### src/rtl/ifid_pkg.sv
// Shared types for the fetch/decode skid register: FSM state, beat payload and
// the instruction value decode sees while no beat is held.
package ifid_pkg;

  typedef enum logic [1:0] {
    EMPTY = 2'd0,
    ONE   = 2'd1,
    TWO   = 2'd2
  } ifid_state_t;

  typedef struct packed {
    logic [31:0] pc;
    logic [31:0] instr;
  } ifid_beat_t;

  localparam logic [31:0] NOP_INSTR_DEFAULT = 32'h0000_0000;
  localparam int unsigned BEAT_W            = $bits(ifid_beat_t);

  function automatic ifid_beat_t make_beat(input logic [31:0] pc, input logic [31:0] instr);
    ifid_beat_t b;
    b.pc    = pc;
    b.instr = instr;
    return b;
  endfunction

endpackage

### src/rtl/ifid_slot.sv
// One beat-wide holding register with load enable and async active-high reset.
module ifid_slot #(
  parameter int unsigned   W       = 64,
  parameter logic [W-1:0]  RST_VAL = '0
) (
  input  logic         clk,
  input  logic         reset,
  input  logic         load_i,
  input  logic [W-1:0] d_i,
  output logic [W-1:0] q_o
);

  logic [W-1:0] data_q;

  always_ff @(posedge clk or posedge reset) begin
    if (reset) begin
      data_q <= RST_VAL;
    end else if (load_i) begin
      data_q <= d_i;
    end
  end

  assign q_o = data_q;

endmodule

### src/rtl/ifid_skid_reg.sv
// Fetch/decode two-entry skid register with a fully registered in_ready.
// Optional squash of held beats on redirect is enabled with `define IFID_FLUSH_EN.
module ifid_skid_reg
  import ifid_pkg::*;
#(
  parameter int unsigned  n         = 32,
  parameter logic [n-1:0] NOP_INSTR = n'(NOP_INSTR_DEFAULT)
) (
  input  logic         clk,
  input  logic         reset,
  input  logic         in_valid,
  output logic         in_ready,
  input  logic [n-1:0] in_pc,
  input  logic [n-1:0] in_instr,
  output logic         out_valid,
  input  logic         out_ready,
  output logic [n-1:0] out_pc,
  output logic [n-1:0] out_instr,
  input  logic         flush
);

  localparam int unsigned  BW        = 2 * n;
  localparam logic [BW-1:0] IDLE_BEAT = {n'(0), NOP_INSTR};

  ifid_state_t   state_q, state_d;
  logic          in_ready_q, in_ready_d;
  logic          out_valid_q, out_valid_d;
  logic          main_ld, skid_ld;
  logic [BW-1:0] main_d, skid_d, main_q, skid_q;
  logic [BW-1:0] in_beat_c;
  logic          in_fire_c, out_fire_c, flush_c;

  assign in_beat_c  = {in_pc, in_instr};
  assign in_fire_c  = in_valid & in_ready_q;
  assign out_fire_c = out_valid_q & out_ready;

`ifdef IFID_FLUSH_EN
  assign flush_c = flush;
`else
  logic unused_flush;
  assign unused_flush = flush;
  assign flush_c      = 1'b0;
`endif

  // Next state and slot loads; main always holds the head beat, or the idle beat when empty.
  always_comb begin
    state_d = state_q;
    main_ld = 1'b0;
    main_d  = main_q;
    skid_ld = 1'b0;
    skid_d  = skid_q;

    unique case (state_q)
      EMPTY: begin
        if (in_fire_c) begin
          state_d = ONE;
          main_ld = 1'b1;
          main_d  = in_beat_c;
        end
      end
      ONE: begin
        if (in_fire_c && out_fire_c) begin
          main_ld = 1'b1;
          main_d  = in_beat_c;
        end else if (in_fire_c) begin
          state_d = TWO;
          skid_ld = 1'b1;
          skid_d  = in_beat_c;
        end else if (out_fire_c) begin
          state_d = EMPTY;
          main_ld = 1'b1;
          main_d  = IDLE_BEAT;
        end
      end
      TWO: begin
        if (out_fire_c) begin
          state_d = ONE;
          main_ld = 1'b1;
          main_d  = skid_q;
          skid_ld = 1'b1;
          skid_d  = '0;
        end
      end
      default: begin
        state_d = EMPTY;
        main_ld = 1'b1;
        main_d  = IDLE_BEAT;
        skid_ld = 1'b1;
        skid_d  = '0;
      end
    endcase

    // Redirect overrides everything; a same-cycle out handshake is simply consumed.
    if (flush_c) begin
      state_d = EMPTY;
      main_ld = 1'b1;
      main_d  = IDLE_BEAT;
      skid_ld = 1'b1;
      skid_d  = '0;
    end

    in_ready_d  = (state_d != TWO);
    out_valid_d = (state_d != EMPTY);
  end

  always_ff @(posedge clk or posedge reset) begin
    if (reset) begin
      state_q     <= EMPTY;
      in_ready_q  <= 1'b1;
      out_valid_q <= 1'b0;
    end else begin
      state_q     <= state_d;
      in_ready_q  <= in_ready_d;
      out_valid_q <= out_valid_d;
    end
  end

  ifid_slot #(
    .W       (BW),
    .RST_VAL (IDLE_BEAT)
  ) u_main (
    .clk    (clk),
    .reset  (reset),
    .load_i (main_ld),
    .d_i    (main_d),
    .q_o    (main_q)
  );

  ifid_slot #(
    .W       (BW),
    .RST_VAL ('0)
  ) u_skid (
    .clk    (clk),
    .reset  (reset),
    .load_i (skid_ld),
    .d_i    (skid_d),
    .q_o    (skid_q)
  );

  assign in_ready  = in_ready_q;
  assign out_valid = out_valid_q;
  assign out_pc    = main_q[BW-1 -: n];
  assign out_instr = main_q[n-1:0];

endmodule

### config.mk
export PLATFORM = sky130hd
export DESIGN_NAME = ifid_skid_reg
export DESIGN_NICKNAME = d
export VERILOG_FILES = /design/src/rtl/ifid_pkg.sv /design/src/rtl/ifid_slot.sv /design/src/rtl/ifid_skid_reg.sv
export SDC_FILE = /design/constraint.sdc
export NUM_CORES = 1
export LEC_CHECK = 0
export CELL_PAD_IN_SITES_DETAIL_PLACEMENT = 1
export CELL_PAD_IN_SITES_GLOBAL_PLACEMENT = 1
export CORE_ASPECT_RATIO = 0.8
export CORE_MARGIN = 4
export CORE_UTILIZATION = 40
export DETAILED_ROUTE_END_ITERATION = 10
export PLACE_DENSITY = 0.75
export SETUP_SLACK_MARGIN = 0.1
export SLEW_MARGIN = 20
export SYNTH_ARGS = -nofsm -noshare
export SYNTH_HDL_FRONTEND = slang
export SYNTH_HIERARCHICAL = 1
export SYNTH_SLANG_ARGS = --single-unit
### constraint.sdc
create_clock -name clk -period 1.91 [get_ports clk]
set_clock_uncertainty 0.1 [all_clocks]
set_input_delay 0.382 -clock clk [delete_from_list [all_inputs] [get_ports clk]]
set_output_delay 0.382 -clock clk [all_outputs]
set_load 0.005 [all_outputs]
Word-level counts from Yosys, hierarchy flattened
Index checks and enable logic that the tools add are counted.
{ "word_totals": {"out_inout_bits": 66, "reg_bits": 132, "elab_cells": 43, "in_bits": 69} }
{ "op_classes": {"bitwise_logic": 3, "mux": 21, "n_reduce_logical": 5, "n_eq_ne": 9} }
{ "op_table": {"columns": ["op", "n"], "rows": [
  ["two-way mux 64 bit", 6],
  ["one-hot mux 64 bit (3 select lines)", 2],
  ["two-way mux 2 bit", 5],
  ["!= test 2 bit (second input constant)", 5],
  ["AND reduction 5 bit", 2],
  ["!= test 3 bit (second input constant)", 2],
  ["one-hot mux 1 bit (3 select lines)", 2],
  ["one-hot mux 2 bit (3 select lines)", 1],
  ["two-way mux 1 bit", 5],
  ["bitwise AND 1 bit", 2],
  ["equality test 2 x 1 -> 1 bit (second input constant)", 1],
  ["equality test 2 bit (second input constant)", 1],
  ["logical NOT 2 bit", 1],
  ["nonzero test 2 bit", 1],
  ["logical AND 1 bit", 1],
  ["inverter 1 bit", 1]
]} }

Longest topological paths before layout
{ "logic_depth": {"ltp_word": 6, "mapped_depth": 10, "depth_no_buf": 5} }

Modules after synthesis
Netlist, hierarchy kept.
{ "by_module_without_submodules": {"columns": ["module", "instances", "cells_each", "area_each_um2", "seq_area_each_um2"], "rows": [
  ["ifid_slot", 2, 136, 2682.6, 1601.5],
  ["ifid_skid_reg", 1, 480, 3754.9, 101.3]
]} }

Worst setup path before layout
OpenSTA, ideal clock, no wires.
{ "synth_path": {"path_type": "reg-to-reg", "from": "register in_ready_q, in the netlist in_ready", "to": "register u_skid.data_q[0], in the netlist u_skid/q_o[0]", "required_ns": 1.685, "n_path_buf": 4, "arrival_ns": 1.907, "path_slack_ns": -0.222, "synth_period_minus_slack_ns": 2.132, "setup_ns": 0.125, "path_stages_with_launch": 10, "cell_sequence": "dfstp_2 -> nand2_1 -> nor2_1 -> o22ai_1 -> buf_2 -> buf_6 -> inv_1 -> buf_6 -> buf_12 -> mux2_4"} }
{ "synth_between": {"elab_chain_len": 5, "word_cells_on_any_way": 8, "cone_classes": "2 x eq/ne; 3 x mux; 1 x bitwise; 2 x reduce/logical"} }
{ "synth_lines": {"columns": ["item", "line_no", "text"], "rows": [
  ["from (decl)", "ifid_skid_reg.sv:26", "logic in_ready_q, in_ready_d;"],
  ["from (signal assigned)", "ifid_skid_reg.sv:113", "in_ready_q <= in_ready_d;"],
  ["bitwise AND 1 bit *", "ifid_skid_reg.sv:34", "assign in_fire_c = in_valid & in_ready_q;"],
  ["two-way mux 1 bit or logical AND 1 bit (tied branches)", "ifid_skid_reg.sv:65, ifid_skid_reg.sv:62", null],
  ["two-way mux 1 bit *", "ifid_skid_reg.sv:62", "if (in_fire_c && out_fire_c) begin"],
  ["one-hot mux 1 bit (3 select lines) *", "ifid_skid_reg.sv:53", "unique case (state_q)"],
  ["named net skid_ld", "ifid_skid_reg.sv:28", "logic main_ld, skid_ld;"],
  ["AND reduction 5 bit (no source line) *", null, null],
  ["to (signal assigned)", "ifid_slot.sv:19", "data_q <= d_i;"],
  ["to (decl)", "ifid_slot.sv:13", "logic [W-1:0] data_q;"]
]} }
Mark *: on every way through the listed nets, which the timed path passes. The rest lies on a longest branch.
A chain may end at the register's enable or synchronous reset.

Final worst setup path
{ "layout_path": {"from": "register in_ready_q, in the netlist in_ready", "to": "register u_skid.data_q[33], in the netlist u_skid/q_o[33]"} }
{ "layout_between": {"elab_chain_len": 5, "word_cells_on_any_way": 8, "cone_classes": "2 x eq/ne; 3 x mux; 1 x bitwise; 2 x reduce/logical"} }
{ "layout_lines": {"columns": ["item", "line_no"], "rows": [
  ["bitwise AND 1 bit *", "ifid_skid_reg.sv:34"],
  ["two-way mux 1 bit or logical AND 1 bit (tied branches)", "ifid_skid_reg.sv:65, ifid_skid_reg.sv:62"],
  ["two-way mux 1 bit", "ifid_skid_reg.sv:62"],
  ["one-hot mux 1 bit (3 select lines)", "ifid_skid_reg.sv:53"],
  ["AND reduction 5 bit (no source line) *", null]
]} }
Mark *: on every way between the ends. The rest lies on a longest branch, timed or not.

==> run_results.csv <==
group,metric,value,unit
timing,hold_violations,0,
timing,finalCritPeriodShare,1.11,
floorplanning,die_y,143,um
timing,whs,0.213,ns
critical_path,cp-start-kind,"flip-flop",
logic_synthesis,synth.distinct_cells,33,
clock_network,htreeDepth,4,
route,drt_pre_antenna_iters,5,
final_layout,mostFrequentLayoutCells,"mux2_4 (134), dfrtp_1 (121), buf_4 (96), clkdlybuf4s50_1 (91), a22o_1 (64)",
route,drt-wirelength-per-cell,28.3,um
clock_network,cts_root_buf,"clkbuf_16",
place,dp_worst_setup_slack,-0.594,ns
floorplanning,io_pins,135,
route,vias,8147,
place,hpwl,17.7,mm
floorplanning,die_w,177,um
clock_network,cts_hold_buf,0,
logic_synthesis,synthAdderAreaFrac,0,
route,ant_nets,0,
hold_path,holdCritPathClass,"input pin to async pin",
critical_path,cp_max_fo,6,
power,p_per_area,1810,nW/um^2
power,vdd_drop_max,0.823,mV
logic_synthesis,synth.area.mux_share,0.326,
grt,antenna_found_initial,2,
power,p_leak,0.00637,uW
logic_synthesis,synth_xor_area_frac,0,
place,gp_congestion,0.768,
logic_synthesis,synth-seq-area-share,0.362,
timing,slew_headroom,0.651,
timing,fmax,0.472,GHz
clock_network,cts_tree,"done",
timing,final_max_slew_viol_count,0,
timing,rsz0062_at_grt,"true",
logic_synthesis,syn_inst,752,
floorplanning,core,22400,um^2
critical_path,required,2.17,ns
clock_network,cts_buffers,17,
status,outcome,"finished with violations",
clock_network,clk_pin_slew,0.06,ns
grt,grt_pass1_wl,50.2,mm
clock_network,cts_sinks,132,
logic_synthesis,synth_nets,821,
final_layout,final_cells,1315,
final_layout,nets,1064,
critical_path,ff2ff_path_depth,8,
logic_synthesis,syn_area_per_cell,12.1,um^2
clock_network,clk_latency,0.43,ns
final_layout,final_common_cell,"mux2_4",
floorplanning,die-area,25300,um^2
timing,setup_viol,113,
logic_synthesis,synth_area,9120,um^2
route,drt_iter0_markers,581,
grt,gr-usage-all-layers,0.255,
logic_synthesis,synth_top_family_by_area,"multiplexers",
critical_path,path_class,"flip-flop to flip-flop",
logic_synthesis,ys_warn_count,6,
critical_path,end_kind,"flip-flop",
critical_path,reg2reg_to,"u_skid/q_o[33]$_DFFE_PP0P_",
final_layout,drive_above_1_share,0.474,
critical_path,r2r_slack,-0.21,ns
route,routed_wl,37.2,mm
grt,grt_max_degree,65,
floorplanning,rows,49,
status,failed_checks,"negative setup slack",
final_layout,synthToLayoutAreaGrowth,47.5,%
timing,worst_pin_slew,0.524,ns
grt,grt_pass1_vias,8425,
floorplanning,start_util,0.406,
timing,timing.final.crit_period,2.12,ns
logic_synthesis,synth_compound_area_frac,0.183,
place,placed_cells,1165,
place,portBuffers,133,
critical_path,rr_startpoint,"in_ready$_DFF_PP1_",
route,viasPerCell,6.20,
logic_synthesis,ys_ff_latch,132,
job,drv_cap,0,
timing,layout_setup_ws,-0.209,ns
logic_synthesis,synthSimpleGateAreaFrac,0.0530,
grt,gr-total-overflow,0,
critical_path,arrival,2.38,ns
route,drc_errors,0,
clock_network,max-clock-path-buffers,2,
[cells by family (layout without fill, tap and decap cells)]
| kind of cell | after synthesis | after routing |
|---|---|---|
| multiplexers | 230 | 230 |
| AO/OA/AOI/OAI | 206 | 206 |
| flip-flops | 132 | 132 |
| AND/OR/NAND/NOR | 99 | 99 |
| buffers and inverters | 85 | 341 |
| other | 0 | 1 |
[cell type report]
class                   count  area [um^2]
clock buffers              21          440
well taps                 306          383
repair buffers            303         3500
flip-flops and latches    132         3320
fillers                  2222         8990
multi-input cells         535         5600
diodes                      1         2.50
clock inverters            11          159
inverters                   6         47.5
[worst max-delay path: stages (launching register included)]
cell and delay (ns):
dfstp_2 0.56, nand2_4 0.08, buf_6 0.15, buf_4 0.15
nor3_4 0.26, buf_6 0.24, clkbuf_16 0.18, a22o_1 0.17
mux2_4 0.16
[synthesized netlist by cell type, drive strengths merged]
master	count	share of area
mux2	179	0.27
dfrtp	131	0.36
a22o	64	0.061
nand2	63	0.026
buf	58	0.064
a22oi	51	0.042
mux2i	51	0.056
o221ai	51	0.049
clkbuf	21	0.0086
a21oi	16	0.0088
a221o	10	0.011
nand3	10	0.0055
nand3b	10	0.0082
inv	6	0.0025
nor2	5	0.0021
a311o	3	0.0033
a31oi	3	0.0021
and2	3	0.0021
nor3b	3	0.0025
o211ai	3	0.0025
nand2b	2	0.0022
nor3	2	0.0036
o21ai	2	0.0011
o22ai	2	0.0014
a21o	1	0.00082
and4	1	0.00096
dfstp	1	0.0029
[how the worst max path moves through the flow]
stage	endpoint	cells past startpoint	slack (ns)	startpoint
floorplan	u_skid/q_o[0]$_DFFE_PP0P_	9	-0.05	out_valid$_DFF_PP0_
global placement	u_main/q_o[49]$_DFFE_PP0P_	7	-0.55	out_ready
detailed placement	u_main/q_o[49]$_DFFE_PP0P_	7	-0.59	out_ready
CTS	u_main/q_o[28]$_DFFE_PP0P_	7	-0.06	in_ready$_DFF_PP1_
global route	u_skid/q_o[33]$_DFFE_PP0P_	8	-0.23	in_ready$_DFF_PP1_
finish	u_skid/q_o[33]$_DFFE_PP0P_	8	-0.21	in_ready$_DFF_PP1_
[sequential cells by signal, indices dropped and copies added (netlist names)]
name / flops
u_skid/q_o: 64
u_main/q_o: 64
state_q: 2
out_valid: 1
in_ready: 1
[repair_timing]
| item | 4_1_cts | 5_1_grt |
|---|---|---|
| resized for setup | 97 | 93 |
| pin swaps | 11 | 18 |
| gates cloned | 11 | 11 |
| setup endpoints to repair | 192 | 162 |
| hold endpoints to repair | 0 | 0 |
| buffers inserted | 76 | 21 |
[through the flow]
| step | total power (uW) | setup TNS, ns | area, um^2 | utilization |
|---|---|---|---|---|
| 2_1_floorplan | 13400 | -2.79 | 9210 | - |
| 3_3_place_gp | 16300 | -63.93 | 11000 | 0.489 |
| 3_5_place_dp | 16800 | -67.34 | 11000 | 0.489 |
| 4_1_cts | 22500 | -2.54 | 12700 | 0.565 |
| 5_1_grt | 25300 | -13.03 | 13500 | 0.599 |
| 6_report | 24300 | -9.77 | 13500 | 0.599 |
[routing by layer]
metal | global-route usage | wire length [um]
met1 | 0.338 | 15900
met4 | 0.0733 | 1060
met2 | 0.423 | 18300
met5 | 0 | 7
met3 | 0.0521 | 2040
[power by group]
group	switching, uW	internal [uW]	leakage (uW)
sequential	927	3940	0.00169
clock	1360	2170	0.000298
combinational	6930	8950	0.00438
Power figures use the tool's default switching activity.
